**src/rtl/vga_timing_gen_if.sv**
```systemverilog
// vga_timing_gen_if: raster timing bus between the config register stage and the timing generator.
//   master : drives Load_config and the resolution parameters, receives syncs/enable/coords/Cfg_err
//   slave  : the timing generator side
//   VGA_FRAME_PULSE_EN adds Frame_start (slave output).
interface vga_timing_gen_if #(
    parameter int PULSE_WIDTH   = 8,
    parameter int REZ_MAX_WIDTH = 11,
    parameter int MARGIN_WIDTH  = 8
);
    logic                     Load_config;
    logic [PULSE_WIDTH-1:0]   H_sync_pulse, V_sync_pulse;
    logic [REZ_MAX_WIDTH-1:0] H_count_max, V_count_max;
    logic [MARGIN_WIDTH-1:0]  H_left_margin, V_left_margin;
    logic [MARGIN_WIDTH-1:0]  H_right_margin, V_right_margin;
    logic                     H_sync_n, V_sync_n, Display_en, Cfg_err;
    logic [REZ_MAX_WIDTH-1:0] Pixel_x, Pixel_y;
`ifdef VGA_FRAME_PULSE_EN
    logic                     Frame_start;
`endif

    modport master (
        output Load_config, H_sync_pulse, V_sync_pulse, H_count_max, V_count_max,
               H_left_margin, V_left_margin, H_right_margin, V_right_margin,
        input  H_sync_n, V_sync_n, Display_en, Pixel_x, Pixel_y, Cfg_err
`ifdef VGA_FRAME_PULSE_EN
        , input Frame_start
`endif
    );

    modport slave (
        input  Load_config, H_sync_pulse, V_sync_pulse, H_count_max, V_count_max,
               H_left_margin, V_left_margin, H_right_margin, V_right_margin,
        output H_sync_n, V_sync_n, Display_en, Pixel_x, Pixel_y, Cfg_err
`ifdef VGA_FRAME_PULSE_EN
        , output Frame_start
`endif
    );
endinterface

```
**src/rtl/vga_timing_gen.sv**
```systemverilog
// vga_timing_gen: shadowed-config H/V raster counter with registered sync/enable/coordinate outputs.
//   clk, rst : pixel clock, asynchronous active-high reset
//   bus      : vga_timing_gen_if.slave (config + load strobe in; syncs, Display_en, Pixel_x/y, Cfg_err out)
//   VGA_FRAME_PULSE_EN : adds Frame_start, high while outputs describe (0,0) in RUN.
module vga_timing_gen #(
    parameter int PULSE_WIDTH   = 8,
    parameter int REZ_MAX_WIDTH = 11,
    parameter int MARGIN_WIDTH  = 8
) (
    input logic              clk,
    input logic              rst,
    vga_timing_gen_if.slave  bus
);
    localparam int W = REZ_MAX_WIDTH + 1;

    typedef enum logic {IDLE, RUN} state_t;

    state_t                   state_q, state_d;
    logic [PULSE_WIDTH-1:0]   hs_q, hs_d, vs_q, vs_d;
    logic [MARGIN_WIDTH-1:0]  hl_q, hl_d, hr_q, hr_d, vl_q, vl_d, vr_q, vr_d;
    logic [REZ_MAX_WIDTH-1:0] hmax_q, hmax_d, vmax_q, vmax_d;
    logic [REZ_MAX_WIDTH-1:0] h_q, h_d, v_q, v_d;
    logic                     err_q, err_d, legal, run, h_wrap;
    logic [W-1:0]             hpre, vpre, hend, vend;
    logic                     hact, vact;
    logic                     hsn_q, hsn_d, vsn_q, vsn_d, de_q, de_d;
    logic [REZ_MAX_WIDTH-1:0] px_q, px_d, py_q, py_d;

    always_comb begin
        legal = (W'(bus.H_sync_pulse) + W'(bus.H_left_margin) + W'(bus.H_right_margin) < W'(bus.H_count_max))
             && (W'(bus.V_sync_pulse) + W'(bus.V_left_margin) + W'(bus.V_right_margin) < W'(bus.V_count_max))
             && (|bus.H_count_max[REZ_MAX_WIDTH-1:1]) && (|bus.V_count_max[REZ_MAX_WIDTH-1:1])
             && (|bus.H_sync_pulse) && (|bus.V_sync_pulse);
        state_d = state_q;
        err_d   = err_q;
        hs_d    = hs_q;
        vs_d    = vs_q;
        hl_d    = hl_q;
        hr_d    = hr_q;
        vl_d    = vl_q;
        vr_d    = vr_q;
        hmax_d  = hmax_q;
        vmax_d  = vmax_q;
        h_d     = '0;
        v_d     = '0;
        h_wrap  = h_q == hmax_q - 1'b1;
        if (bus.Load_config) begin
            hs_d    = bus.H_sync_pulse;
            vs_d    = bus.V_sync_pulse;
            hl_d    = bus.H_left_margin;
            hr_d    = bus.H_right_margin;
            vl_d    = bus.V_left_margin;
            vr_d    = bus.V_right_margin;
            hmax_d  = bus.H_count_max;
            vmax_d  = bus.V_count_max;
            state_d = legal ? RUN : IDLE;
            err_d   = !legal;
        end else if (state_q == RUN) begin
            h_d = h_wrap ? '0 : h_q + 1'b1;
            v_d = h_wrap ? ((v_q == vmax_q - 1'b1) ? '0 : v_q + 1'b1) : v_q;
        end
    end

    // Outputs are decoded from the next-state counters and config so they register in step with them.
    always_comb begin
        run   = state_d == RUN;
        hpre  = W'(hs_d) + W'(hl_d);
        vpre  = W'(vs_d) + W'(vl_d);
        hend  = W'(hmax_d) - W'(hr_d);
        vend  = W'(vmax_d) - W'(vr_d);
        hact  = W'(h_d) >= hpre && W'(h_d) < hend;
        vact  = W'(v_d) >= vpre && W'(v_d) < vend;
        hsn_d = !(run && W'(h_d) < W'(hs_d));
        vsn_d = !(run && W'(v_d) < W'(vs_d));
        de_d  = run && hact && vact;
        px_d  = de_d ? REZ_MAX_WIDTH'(W'(h_d) - hpre) : '0;
        py_d  = de_d ? REZ_MAX_WIDTH'(W'(v_d) - vpre) : '0;
    end

    always_ff @(posedge clk or posedge rst) begin
        if (rst) begin
            state_q <= IDLE;
            err_q   <= 1'b0;
            hs_q    <= '0;
            vs_q    <= '0;
            hl_q    <= '0;
            hr_q    <= '0;
            vl_q    <= '0;
            vr_q    <= '0;
            hmax_q  <= '0;
            vmax_q  <= '0;
            h_q     <= '0;
            v_q     <= '0;
            hsn_q   <= 1'b1;
            vsn_q   <= 1'b1;
            de_q    <= 1'b0;
            px_q    <= '0;
            py_q    <= '0;
        end else begin
            state_q <= state_d;
            err_q   <= err_d;
            hs_q    <= hs_d;
            vs_q    <= vs_d;
            hl_q    <= hl_d;
            hr_q    <= hr_d;
            vl_q    <= vl_d;
            vr_q    <= vr_d;
            hmax_q  <= hmax_d;
            vmax_q  <= vmax_d;
            h_q     <= h_d;
            v_q     <= v_d;
            hsn_q   <= hsn_d;
            vsn_q   <= vsn_d;
            de_q    <= de_d;
            px_q    <= px_d;
            py_q    <= py_d;
        end
    end

    assign bus.H_sync_n   = hsn_q;
    assign bus.V_sync_n   = vsn_q;
    assign bus.Display_en = de_q;
    assign bus.Pixel_x    = px_q;
    assign bus.Pixel_y    = py_q;
    assign bus.Cfg_err    = err_q;

`ifdef VGA_FRAME_PULSE_EN
    logic fs_q, fs_d;
    always_comb fs_d = run && h_d == '0 && v_d == '0;
    always_ff @(posedge clk or posedge rst) begin
        if (rst) fs_q <= 1'b0;
        else     fs_q <= fs_d;
    end
    assign bus.Frame_start = fs_q;
`endif
endmodule

```
**src/flat_wrapper.sv**
```systemverilog
// flat-port wrapper written by rule: the top's interface ports become plain ports
module vga_timing_gen_flat 
#(
    parameter int PULSE_WIDTH   = 8,
    parameter int REZ_MAX_WIDTH = 11,
    parameter int MARGIN_WIDTH  = 8
)
  (clk, rst, bus_Load_config, bus_H_sync_pulse, bus_V_sync_pulse, bus_H_count_max, bus_V_count_max, bus_H_left_margin, bus_V_left_margin, bus_H_right_margin, bus_V_right_margin, bus_H_sync_n, bus_V_sync_n, bus_Display_en, bus_Pixel_x, bus_Pixel_y, bus_Cfg_err);
  vga_timing_gen_if #(.PULSE_WIDTH(PULSE_WIDTH), .REZ_MAX_WIDTH(REZ_MAX_WIDTH), .MARGIN_WIDTH(MARGIN_WIDTH)) bus_i ();
  input logic clk;
  input logic rst;
  input wire logic [$bits(bus_i.Load_config)-1:0] bus_Load_config;
  input wire logic [$bits(bus_i.H_sync_pulse)-1:0] bus_H_sync_pulse;
  input wire logic [$bits(bus_i.V_sync_pulse)-1:0] bus_V_sync_pulse;
  input wire logic [$bits(bus_i.H_count_max)-1:0] bus_H_count_max;
  input wire logic [$bits(bus_i.V_count_max)-1:0] bus_V_count_max;
  input wire logic [$bits(bus_i.H_left_margin)-1:0] bus_H_left_margin;
  input wire logic [$bits(bus_i.V_left_margin)-1:0] bus_V_left_margin;
  input wire logic [$bits(bus_i.H_right_margin)-1:0] bus_H_right_margin;
  input wire logic [$bits(bus_i.V_right_margin)-1:0] bus_V_right_margin;
  output wire logic [$bits(bus_i.H_sync_n)-1:0] bus_H_sync_n;
  output wire logic [$bits(bus_i.V_sync_n)-1:0] bus_V_sync_n;
  output wire logic [$bits(bus_i.Display_en)-1:0] bus_Display_en;
  output wire logic [$bits(bus_i.Pixel_x)-1:0] bus_Pixel_x;
  output wire logic [$bits(bus_i.Pixel_y)-1:0] bus_Pixel_y;
  output wire logic [$bits(bus_i.Cfg_err)-1:0] bus_Cfg_err;
  assign bus_i.Load_config = bus_Load_config;
  assign bus_i.H_sync_pulse = bus_H_sync_pulse;
  assign bus_i.V_sync_pulse = bus_V_sync_pulse;
  assign bus_i.H_count_max = bus_H_count_max;
  assign bus_i.V_count_max = bus_V_count_max;
  assign bus_i.H_left_margin = bus_H_left_margin;
  assign bus_i.V_left_margin = bus_V_left_margin;
  assign bus_i.H_right_margin = bus_H_right_margin;
  assign bus_i.V_right_margin = bus_V_right_margin;
  assign bus_H_sync_n = bus_i.H_sync_n;
  assign bus_V_sync_n = bus_i.V_sync_n;
  assign bus_Display_en = bus_i.Display_en;
  assign bus_Pixel_x = bus_i.Pixel_x;
  assign bus_Pixel_y = bus_i.Pixel_y;
  assign bus_Cfg_err = bus_i.Cfg_err;
  vga_timing_gen #(.PULSE_WIDTH(PULSE_WIDTH), .REZ_MAX_WIDTH(REZ_MAX_WIDTH), .MARGIN_WIDTH(MARGIN_WIDTH)) u_core (.clk(clk), .rst(rst), .bus(bus_i));
endmodule
```
**config.mk**
```make
export PLATFORM = sky130hd
export DESIGN_NAME = vga_timing_gen_flat
export DESIGN_NICKNAME = d
export VERILOG_FILES = /design/src/rtl/vga_timing_gen_if.sv /design/src/rtl/vga_timing_gen.sv /design/src/flat_wrapper.sv
export SDC_FILE = /design/constraint.sdc
export NUM_CORES = 1
export LEC_CHECK = 0
export CAP_MARGIN = 20
export CORE_MARGIN = 2
export CORE_UTILIZATION = 59
export CTS_BUF_LIST = sky130_fd_sc_hd__clkbuf_4 sky130_fd_sc_hd__clkbuf_8 sky130_fd_sc_hd__clkbuf_16
export DETAILED_ROUTE_END_ITERATION = 16
export HOLD_SLACK_MARGIN = 0.06
export PLACE_DENSITY_LB_ADDON = 0.25
export SYNTH_ARGS = -nofsm -noshare
export SYNTH_HDL_FRONTEND = slang
export SYNTH_SLANG_ARGS = --single-unit
```
**constraint.sdc**
```tcl
create_clock -name clk -period 6.55 [get_ports clk]
set_input_delay 0.9825 -clock clk [delete_from_list [all_inputs] [get_ports clk]]
set_output_delay 0.9825 -clock clk [all_outputs]
set_load 0.05 [all_outputs]
```
==> results of run 1 <==
==> worst min-delay path: cells and delay by family, from the launching register on <==
kind / cells / cell delay [ns]
DFF: 1 / 0.32
buffers and inverters: 1 / 0.06
muxes: 1 / 0.08
==> layer usage <==
| metal | GRT usage [%] | wire (um) | share of wire (%) | vias to the layer above |
|---|---|---|---|---|
| met5 | 0 | 0 | 0 | - |
| met1 | 45.11 | 12540 | 50 | 3876 |
| met3 | 5.479 | 1515 | 6.0 | 23 |
| li1 | - | - | - | 3929 |
| met2 | 43.76 | 10950 | 43 | 241 |
| met4 | 4.728 | 206 | 0.82 | 0 |
==> registers in the layout (all words and copies together), names as in the netlist, 11 cells and up <==
register,cells
u_core.bus.Pixel_x,11
u_core.bus.Pixel_y,11
u_core.h_q,11
u_core.hmax_q,11
u_core.v_q,11
u_core.vmax_q,11
==> repair_timing <==
action | 4_1_cts | 5_1_grt
setup buffers | 0 | 2
hold buffers | 0 | 0
endpoints found under the setup margin | 0 | 23
resized for setup | 0 | 3
==> metrics by stage <==
| step | cell area, sq um | utilization [%] |
|---|---|---|
| floorplan | 9886 | - |
| global route | 11680 | 70.91 |
| global placement | 11090 | 67.34 |
| CTS | 11660 | 70.80 |
| finish | 11680 | 70.91 |
| detailed placement | 11090 | 67.34 |
==> cell usage after synthesis, types with 18 or more instances <==
cell      number
a21oi_1       68
nor2b_1       18
nand2_1       41
a21o_1        30
nor2_1        47
inv_1        108
ha_1         138
mux2i_1       31
xnor2_1       69
xor2_1        42
dfrtp_1      117
nand3_1       26
nor4_1        18
mux2_2        34
nor3_1        31
o21ai_0       38
o21bai_1      25
==> cell usage in the layout, fill, tap and decap left out, types with 4 or more instances in the layout <==
cell and n:
clkdlybuf4s50_1 97, nand2b_1 14, o21ai_0 37, nor2_1 47
fa_1 10, nand3b_1 4, o31a_1 4, xnor2_1 69
nand2_1 41, nand4_1 9, a211oi_1 10, inv_1 107
o21bai_1 25, nor2b_1 18, nor3_1 31, a21o_1 30
a31oi_1 6, o21a_1 10, a21boi_0 4, mux2i_1 31
clkbuf_16 17, or3_1 5, nor4_1 18, dfrtp_1 117
nand3_1 26, mux2_2 34, or4_1 4, a21oi_1 67
clkinv_4 5, a211o_1 4, xor2_1 42, and3_1 8
buf_4 9, ha_1 138
==> cell families (layout without fill, tap and decap cells) <==
logic type | count (synthesis) | after routing | share of synthesized area [%]
buf+inv | 132 | 247 | 5.303
xor+xnor | 111 | 111 | 9.834
simple gates | 245 | 245 | 13.56
compound gates | 223 | 223 | 14.66
fa+ha+maj | 148 | 148 | 19.49
mux | 65 | 65 | 7.012
flops | 119 | 119 | 30.15
==> cell type report <==
| cell class | count | area [sq um] |
|---|---|---|
| clock buffers | 19 | 446.7 |
| well taps | 220 | 275.3 |
| fillers | 1234 | 4790 |
| clock inverters | 13 | 122.6 |
| inverters | 108 | 407.9 |
| repair buffers | 107 | 1059 |
| flip-flops and latches | 119 | 2980 |
| multi-input cells | 792 | 6385 |
==> power groups by stage <==
stage               combinational, mW  clock [mW]  sequential (mW)
CTS                              1.04       0.910            0.832
global placement                 1.01           0            0.842
global route                     1.18       0.943            0.839
detailed placement               1.03           0            0.844
finish                           1.06       0.901            0.833
floorplan                       0.749           0            0.851
==> how the worst max path moves through the flow <==
stage / depth (start not counted) / end
global placement: 25 / u_core.bus.Pixel_y[4]
CTS: 25 / u_core.bus.Pixel_x[2]
detailed placement: 25 / u_core.bus.Pixel_y[4]
global route: 25 / u_core.bus.Pixel_y[6]
finish: 25 / u_core.bus.Pixel_x[8]
floorplan: 24 / u_core.bus.Pixel_x[2]
==> reports/metrics.csv, run 1 <==
stage,metric,value,unit
layout,ant diodes,0,
sta,slew of the pin with the lowest slew margin,0.8874,ns
yosys,area share of the largest cell type after synthesis,29.62,%
worst_setup_path,CP max FO,23,
yosys,ys async rst share,100.0,%
clock_network,Num CTS Buffers,17,
pwr,Switching Share,35.29,%
global_routing,total global-route track usage,29.33,%
yosys,synthesized area per cell,9.478,sq um
worst_setup_path,Crit. Startpoint,bus_H_sync_pulse[0],
worst_setup_path,FF-to-FF End,u_core.bus.Pixel_x[8],
die,initial cell density of the core,60.04,%
pwr,Max VDD drop,0.0001858,V
sta,Final Setup Violations,0,
sta,final setup margin,0.5235,ns
sta,RSZ-0062 raised after global routing,no,
sta,final worst clock skew,0.01825,ns
yosys,"flops & latches, synth",119,
die,Die X,133.4,um
clock_network,root buffer cell,clkbuf_16,
die,die area,17810,sq um
pwr,Pint,1.806,mW
pwr,Net Sw Power,0.9850,mW
yosys,post-synth cell types,68,
routing,Via density,5.856,
worst_hold_path,Worst Hold Endpoint,u_core.hr_q[2],
worst_setup_path,Reg2Reg Depth,20,
worst_hold_path,min-delay src,u_core.hr_q[2],
sta,min Tclk post-route,6.026,ns
worst_setup_path,"delay-heaviest family, CP",compound AO/OA/AOI/OAI gates,
global_routing,largest net degree at the start of global routing,72,
worst_hold_path,worst hold stages,2,
worst_setup_path,CP most frequent cell,ha_1,
clock_network,TritonCTS clock tree,yes,
routing,routed via count,8069,
yosys,yosys warns,0,
yosys,Post-synth EDFFs,0,
pwr,sequential share of power,29.9,%
layout,layout cells sized above 1,8.290,%
placed_design,dpl ws,-0.1528,ns
yosys,Mapped Nets,1264,
placed_design,Inst Count DP,1344,
worst_setup_path,max incr delay on CP,0.55,ns
worst_setup_path,worst reg2reg setup slack,0.92,ns
die,row cnt,47,
sta,fmax,165.9,MHz
yosys,dominant cell type by area after synthesis,dfrtp_1,
global_routing,number of global-route vias before repair,7830,
placed_design,count of input and output buffers,98,
layout,Layout area overhead,18.11,%
worst_setup_path,Startpoint Class,primary input,
worst_setup_path,Worst EP arrival,6.34,ns
yosys,Cells after Synth,1043,
pwr,clock share of power,32.3,%
worst_setup_path,WP buf/inv,4,
clock_network,Sink Count,119,
sta,final hold vios,0,
clock_network,clock-pin slew on the worst setup and hold paths,0.05,ns
yosys,ranking of synthesized cells by area,"dfrtp_1, ha_1, xnor2_1",
pwr,PwrDens,239.0,nW/um^2
sta,Slew Limit Fails,0,
placed_design,routability cong.,0.9249,
worst_setup_path,slowest CP cell,fa_1,
die,Core Region,16470,sq um
pwr,LEAKAGE,5.614,nW
routing,number of DRC markers in iteration 0,684,
routing,DRT antenna net count,0,
sta,Post-Route Setup TNS,0,ns
worst_setup_path,Worst Setup Path Type,primary input to flip-flop,
worst_setup_path,CP Capture Type,flip-flop,
clock_network,CTS max path bufs,2,
clock_network,Max H-tree Level,4,
layout,nets,1366,
routing,wire per inst,18.30,um
die,Ports,99,
worst_setup_path,R2R Path Start,u_core.hmax_q[0],
pwr,Combinational Power Share,37.8,%
routing,Total Wirelength,25210,um
die,Die Y,133.4,um
flow_run,max-cap check violation count,0,
global_routing,grt ovf,0,
run_status,status,completed,
sta,fin crit share,92.01,%
worst_setup_path,CP required,6.86,ns
yosys,sequential share of the synthesized area,30.15,%
pwr,Design Power,2.791,mW
routing,drt first pass iters,6,
clock_network,clk_lat worst skew,0.43,ns
sta,hold slack,0.4952,ns
yosys,Synth Flop Type,dfrtp_1,
global_routing,initial antenna violation count,0,
sta,Worst slew margin,40.84,%
routing,DRC Markers,0,
yosys,Synth Cell Area,9886,sq um
global_routing,first-pass GRT wire length,40960,um
layout,Finished Layout Cells,1378,
placed_design,Final HPWL DP,19690,um
worst_hold_path,Min-Delay Path Class,flip-flop to flip-flop,
(Power assumes the default switching activity.)
==> inputs of run 2 (changes only) <==
--- a/config.mk
+++ b/config.mk
@@ -12,6 +12,7 @@
 export DETAILED_ROUTE_END_ITERATION = 16
 export HOLD_SLACK_MARGIN = 0.06
 export PLACE_DENSITY_LB_ADDON = 0.25
+export SLEW_MARGIN = 10
 export SYNTH_ARGS = -nofsm -noshare
 export SYNTH_HDL_FRONTEND = slang
 export SYNTH_SLANG_ARGS = --single-unit
==> results of run 2 <==
Final layout, timing and power as in run 1 (identical DEF).
